### src/rtl/imem_loader_pkg.sv
// Shared definitions for the instruction memory loader: geometry, state encoding, lane helpers.
package imem_loader_pkg;

  localparam int IMEM_AW        = 16;
  localparam int IMEM_DW        = 32;
  localparam int BYTES_PER_WORD = IMEM_DW / 8;
  localparam int BIDX_W         = (BYTES_PER_WORD > 1) ? $clog2(BYTES_PER_WORD) : 1;

  typedef enum logic [1:0] {
    ST_IDLE  = 2'd0,
    ST_RECV  = 2'd1,
    ST_WRITE = 2'd2,
    ST_DONE  = 2'd3
  } state_t;

  // True when the byte index points at the most significant byte lane of a word.
  function automatic logic is_last_lane(input logic [BIDX_W-1:0] idx);
    return idx == BIDX_W'(BYTES_PER_WORD - 1);
  endfunction

endpackage

### src/rtl/imem_word_packer.sv
// Little-endian byte packer: byte k of a word lands in bits [8k+7:8k].
// o_word presents the word including the byte offered this cycle so the
// caller can capture a complete word on the same edge the last byte is taken.
module imem_word_packer
  import imem_loader_pkg::*;
(
  input  logic               clk,
  input  logic               rst_n,
  input  logic               i_clear,
  input  logic               i_accept,
  input  logic [7:0]         i_byte,
  output logic [IMEM_DW-1:0] o_word,
  output logic               o_word_full
);

  logic [IMEM_DW-1:0] r_word;
  logic [BIDX_W-1:0]  r_idx;
  logic [BIDX_W+2:0]  w_lane_base;
  logic [IMEM_DW-1:0] w_word;

  assign w_lane_base = {r_idx, 3'b000};

  // Insert the incoming byte into its lane of the partially assembled word.
  always_comb begin
    w_word              = r_word;
    w_word[w_lane_base +: 8] = i_byte;
  end

  assign o_word      = w_word;
  assign o_word_full = i_accept & is_last_lane(r_idx);

  // Byte lane register and index; restart at lane 0 after a full word or on clear.
  always_ff @(posedge clk or negedge rst_n) begin
    if (!rst_n) begin
      r_word <= {IMEM_DW{1'b0}};
      r_idx  <= {BIDX_W{1'b0}};
    end else if (i_clear) begin
      r_word <= {IMEM_DW{1'b0}};
      r_idx  <= {BIDX_W{1'b0}};
    end else if (i_accept) begin
      if (is_last_lane(r_idx)) begin
        r_word <= {IMEM_DW{1'b0}};
        r_idx  <= {BIDX_W{1'b0}};
      end else begin
        r_word <= w_word;
        r_idx  <= r_idx + BIDX_W'(1);
      end
    end else begin
      r_word <= r_word;
      r_idx  <= r_idx;
    end
  end

endmodule

### src/rtl/imem_loader.sv
// Instruction memory loader: streams bytes into words and writes them to
// consecutive word addresses, holding the core in reset until the load ends.
// Every output is a flop so no input reaches an output combinationally.
module imem_loader
  import imem_loader_pkg::*;
(
  input  logic               clk,
  input  logic               rst_n,
  input  logic               i_start,
  input  logic [IMEM_AW-1:0] i_base_addr,
  input  logic [IMEM_AW-1:0] i_word_count,
  input  logic               i_byte_valid,
  input  logic [7:0]         i_byte_data,
  output logic               o_byte_ready,
  output logic               o_we,
  output logic [IMEM_AW-1:0] o_waddr,
  output logic [IMEM_DW-1:0] o_wdata,
  output logic               o_busy,
  output logic               o_done,
  output logic               o_cpu_hold
);

  state_t             r_state;
  logic [IMEM_AW-1:0] r_addr;
  logic [IMEM_AW-1:0] r_remaining;
  logic               r_byte_ready;
  logic               r_we;
  logic [IMEM_AW-1:0] r_waddr;
  logic [IMEM_DW-1:0] r_wdata;
  logic               r_busy;
  logic               r_done;
  logic               r_cpu_hold;

  logic               w_accept;
  logic               w_clear;
  logic               w_word_full;
  logic [IMEM_DW-1:0] w_word;

  // A byte is only taken while the registered ready is up (RECV).
  assign w_accept = i_byte_valid & r_byte_ready;
  assign w_clear  = (r_state == ST_IDLE) & i_start;

  imem_word_packer u_packer (
    .clk         (clk),
    .rst_n       (rst_n),
    .i_clear     (w_clear),
    .i_accept    (w_accept),
    .i_byte      (i_byte_data),
    .o_word      (w_word),
    .o_word_full (w_word_full)
  );

  // Load sequencer with counters; outputs are set alongside the state they belong to.
  always_ff @(posedge clk or negedge rst_n) begin
    if (!rst_n) begin
      r_state      <= ST_IDLE;
      r_addr       <= {IMEM_AW{1'b0}};
      r_remaining  <= {IMEM_AW{1'b0}};
      r_byte_ready <= 1'b0;
      r_we         <= 1'b0;
      r_waddr      <= {IMEM_AW{1'b0}};
      r_wdata      <= {IMEM_DW{1'b0}};
      r_busy       <= 1'b0;
      r_done       <= 1'b0;
      r_cpu_hold   <= 1'b1;
    end else begin
      r_we   <= 1'b0;
      r_done <= 1'b0;
      case (r_state)
        ST_IDLE: begin
          if (i_start) begin
            r_addr      <= i_base_addr;
            r_remaining <= i_word_count;
            r_cpu_hold  <= 1'b1;
            r_busy      <= 1'b1;
            if (i_word_count == {IMEM_AW{1'b0}}) begin
              r_state <= ST_DONE;
              r_done  <= 1'b1;
            end else begin
              r_state      <= ST_RECV;
              r_byte_ready <= 1'b1;
            end
          end else begin
            r_state <= ST_IDLE;
          end
        end
        ST_RECV: begin
          if (w_word_full) begin
            r_state      <= ST_WRITE;
            r_byte_ready <= 1'b0;
            r_we         <= 1'b1;
            r_waddr      <= r_addr;
            r_wdata      <= w_word;
          end else begin
            r_state <= ST_RECV;
          end
        end
        ST_WRITE: begin
          r_addr      <= r_addr + IMEM_AW'(1);
          r_remaining <= r_remaining - IMEM_AW'(1);
          if (r_remaining == IMEM_AW'(1)) begin
            r_state <= ST_DONE;
            r_done  <= 1'b1;
          end else begin
            r_state      <= ST_RECV;
            r_byte_ready <= 1'b1;
          end
        end
        ST_DONE: begin
          r_state      <= ST_IDLE;
          r_busy       <= 1'b0;
          r_cpu_hold   <= 1'b0;
          r_byte_ready <= 1'b0;
        end
        default: begin
          r_state      <= ST_IDLE;
          r_busy       <= 1'b0;
          r_byte_ready <= 1'b0;
        end
      endcase
    end
  end

  assign o_byte_ready = r_byte_ready;
  assign o_we         = r_we;
  assign o_waddr      = r_waddr;
  assign o_wdata      = r_wdata;
  assign o_busy       = r_busy;
  assign o_done       = r_done;
  assign o_cpu_hold   = r_cpu_hold;

endmodule

### config.mk
export PLATFORM = sky130hd
export DESIGN_NAME = imem_loader
export DESIGN_NICKNAME = d
export VERILOG_FILES = /design/src/rtl/imem_loader_pkg.sv /design/src/rtl/imem_word_packer.sv /design/src/rtl/imem_loader.sv
export SDC_FILE = /design/constraint.sdc
export NUM_CORES = 1
export LEC_CHECK = 0
export CAP_MARGIN = 30
export CELL_PAD_IN_SITES_DETAIL_PLACEMENT = 1
export CELL_PAD_IN_SITES_GLOBAL_PLACEMENT = 1
export CORE_ASPECT_RATIO = 2
export CORE_MARGIN = 8
export CORE_UTILIZATION = 36
export DETAILED_ROUTE_END_ITERATION = 10
export HOLD_SLACK_MARGIN = 0.02
export PLACE_DENSITY_LB_ADDON = 0.05
export SYNTH_ARGS = -nofsm -noshare
export SYNTH_HDL_FRONTEND = slang
export SYNTH_SLANG_ARGS = --single-unit
### constraint.sdc
create_clock -name clk -period 2.1 [get_ports clk]
set_input_delay 0.21 -clock clk [delete_from_list [all_inputs] [get_ports clk]]
set_output_delay 0.21 -clock clk [all_outputs]
set_load 0.02 [all_outputs]
==> run_results.csv <==
group,metric,value,unit
global_routing,antenna_found_initial,0,
clock_tree,cts_setup_buffers,0,
clock_tree,cts_max_level,4,
job,drv_cap,0,
synth,synth-edff-count,0,
floorplanning,die_x,102,um
power,leakage,3.17,nW
timing,period_minus_slack,1.95,ns
critical_path,reg2reg_depth,7,
synth,synth_nets,586,
routing,routed_wirelength,16.0,mm
critical_path,crit_type,"flop to flop",
place,io_buffers,96,
finish,final_common_cell,"dfrtp_1",
critical_path,required,2.39,ns
finish,area_delta_synth_final,37.3,%
global_routing,grt_max_degree,49,
routing,detail-route-antenna-nets,0,
floorplanning,io_pins,97,
clock_tree,cts_buffer_depth,2,
finish,layout-drive-gt1-share,0.134,
min_path,hp-class,"input port to async pin",
routing,firstDrtPassIters,4,
finish,finalInstanceArea,0.00733,mm2
clock_tree,cts_buffers,17,
place,placed_cell_area,0.00668,mm2
timing,max-slew-margin-rel,0.650,
finish,most-common-layout-cells,"dfrtp_1 (111), clkdlybuf4s50_1 (95), nand2_1 (93)",
floorplanning,start_util,0.364,
power,p_per_area,1370,mW/mm2
outcome,status,"finished clean",
synth,yosysTopAreaCell,"dfrtp_1",
critical_path,cp.arrival,2.24,ns
floorplanning,die_height,188,um
critical_path,crit_path_top_delay_cell,"dfrtp_2",
routing,via_per_inst,5.35,
synth,netlist.area_leader.share,0.525,
critical_path,cp_cell_sequence,"inv_1 -> ha_1 -> nor2b_1 -> and4_1 -> buf_4 -> a221oi_1 -> nor2_1",
critical_path,r2r-start,"u_packer.r_idx[0]",
finish,final_cells,861,
floorplanning,rows,63,
finish,nets,705,
power,intPower,6.42,mW
power,ir_drop,685,uV
clock_tree,clock_sinks,113,
global_routing,grt_pass1_wl,26.8,mm
power,netSwitchingFraction,0.362,
power,clockPowerShare,0.303,
clock_tree,cts_tree,"done",
power,seqPwrFrac,0.353,
synth,async_flop_share,1.00,
synth,synth_area_leaders,"dfrtp_1 (53%), nand2_1 (6.5%), a22o_1 (4.9%)",
timing,final_max_slew_viol_count,0,
routing,drtIter0Drc,185,
timing,max_freq,0.512,GHz
synth,ys.flop_type,"dfrtp_1",
timing,finalSetupViolations,0,
clock_tree,clk_pin_slew,0.06,ns
synth,synth_seq_cells,113,
floorplanning,core,0.0147,mm2
place,hpwl,11.2,mm
finish,antenna-diode-count,0,
power,pwr-share-comb,0.344,
critical_path,cp_max_fo,5,
global_routing,overflow,0,
routing,vias,4604,
synth,yosysWarnings,0,
timing,finalHoldViolCount,0,
timing,grt_setup_unrepaired,"no",
place,placed_cells,828,
critical_path,reg2reg_slack,0.15,ns
critical_path,critPathMaxStageDelay,0.42,ns
critical_path,crit_start,"u_packer.r_idx[0]",
critical_path,worst_r2r_endpoint,"o_wdata[19]",
timing,tns,0,ns
synth,ys_types,62,
synth,synth_area_per_cell,10.0,um2
critical_path,critPathLaunchType,"flop",
global_routing,grt_pass1_vias,5112,
routing,drc,0,
timing,min_period_over_period,0.930,
floorplanning,die-area,0.0192,mm2
timing,skew,0.0104,ns
global_routing,grt.total_usage,0.178,
critical_path,critical_path.endpoint_type,"flop",
critical_path,path_buf_inv,2,
timing,worst_slew_pin_slew,0.520,ns
synth,synthCells,534,
synth,synthesis.area,0.00534,mm2
clock_tree,clock_tree.root_cell,"clkbuf_16",
place,gp_congestion,0.773,
synth,synth.yosys.seq_area_share,0.530,
critical_path,cpLargestDelayFamily,"simple AND/OR/NAND/NOR gates",
timing,hold-worst-slack,0.277,ns
clock_tree,clk_latency,0.41,ns
power,p_switching,3.64,mW
routing,wire_per_inst,18.6,um
==> worst max-delay path by stage <==
stage,endpoint,slack (ns),cells past startpoint
3_5_place_dp,r_state[1],-0.14,6
6_report,o_wdata[19],0.15,7
5_1_grt,o_wdata[19],0.006,7
4_1_cts,u_packer.r_word[18],0.08,6
3_3_place_gp,r_state[1],-0.09,6
2_1_floorplan,u_packer.r_word[16],0.03,8
==> worst register-to-register path, stage by stage, from the launching register on <==
cell	delay [ns]
dfrtp_2	0.42
inv_1	0.14
ha_1	0.29
nor2b_1	0.17
and4_1	0.27
buf_4	0.18
a221oi_1	0.30
nor2_1	0.07
==> metal layers <==
layer	GRT usage	share of wire	up-vias
li1	-	-	2187
met5	0	0	-
met2	0.304	0.52	85
met3	0.0373	0.036	14
met4	0.0586	0.012	0
met1	0.213	0.43	2318
==> stage by stage <==
| step | power (mW) | setup WS (ns) | util |
|---|---|---|---|
| floorplan | 5.45 | 0.0282 | - |
| global placement | 6.98 | -0.0895 | 0.456 |
| detailed placement | 7.06 | -0.142 | 0.456 |
| CTS | 10.2 | 0.0751 | 0.500 |
| global route | 10.7 | 0.00630 | 0.500 |
| finish | 10.1 | 0.146 | 0.500 |
==> cells by family after synthesis <==
kind of cell | after synthesis | synth area share
and+or+nand+nor | 240 | 0.221
adders and majority gates | 8 | 0.0188
buffers and inverters | 40 | 0.0380
xor gates and xnor gates | 1 | 0.00164
DFF | 113 | 0.530
AOI/OAI and AO/OA | 131 | 0.188
muxes | 1 | 0.00188
==> repair_timing <==
item	CTS	global route
cloned	0	0
gates resized for setup	1	1
hold buffers	1	0
endpoints found under the hold margin	27	0
endpoints found under the setup margin	1	8
==> flip-flops by register name, summed over array words and instances, names as in the netlist <==
name	cells
o_busy	1
r_state	2
o_done	1
o_cpu_hold	1
r_addr	16
u_packer.r_idx	2
u_packer.r_word	24
o_we	1
r_remaining	16
o_waddr	16
o_wdata	32
o_byte_ready	1
==> power groups by stage <==
stage	registers (mW)	clock network, mW	logic (mW)
floorplan	3.83	0	1.62
global placement	3.57	0	3.41
detailed placement	3.59	0	3.47
CTS	3.56	3.12	3.51
global route	3.68	3.22	3.80
finish	3.56	3.05	3.46
==> cells in the mapped netlist, types with 3 or more instances <==
| master | n |
|---|---|
| inv_1 | 8 |
| a31oi_1 | 9 |
| o311ai_0 | 5 |
| a22oi_1 | 3 |
| nor2b_1 | 11 |
| dfrtp_1 | 112 |
| a221o_1 | 4 |
| nand4_1 | 7 |
| clkbuf_1 | 7 |
| a31o_2 | 3 |
| o21ai_0 | 16 |
| a21oi_1 | 10 |
| and3_1 | 5 |
| nor4_1 | 9 |
| a221oi_1 | 16 |
| nand3_1 | 12 |
| buf_2 | 18 |
| ha_1 | 8 |
| nor3_1 | 9 |
| nor2_1 | 69 |
| or3_1 | 3 |
| buf_4 | 4 |
| a211oi_1 | 4 |
| a311oi_1 | 3 |
| nand2b_1 | 3 |
| o211ai_1 | 11 |
| a22o_1 | 30 |
| nand2_1 | 93 |
==> layout make-up <==
| type | instances | area, um2 |
|---|---|---|
| Fill cell | 1649 | 7330 |
| Sequential cell | 113 | 2830 |
| Multi-Input combinational cell | 381 | 2320 |
| Timing Repair Buffer | 131 | 1270 |
| Clock buffer | 19 | 453 |
| Tap cell | 195 | 244 |
| Clock inverter | 13 | 176 |
| Inverter | 9 | 33.8 |
(Power assumes the default switching activity.)
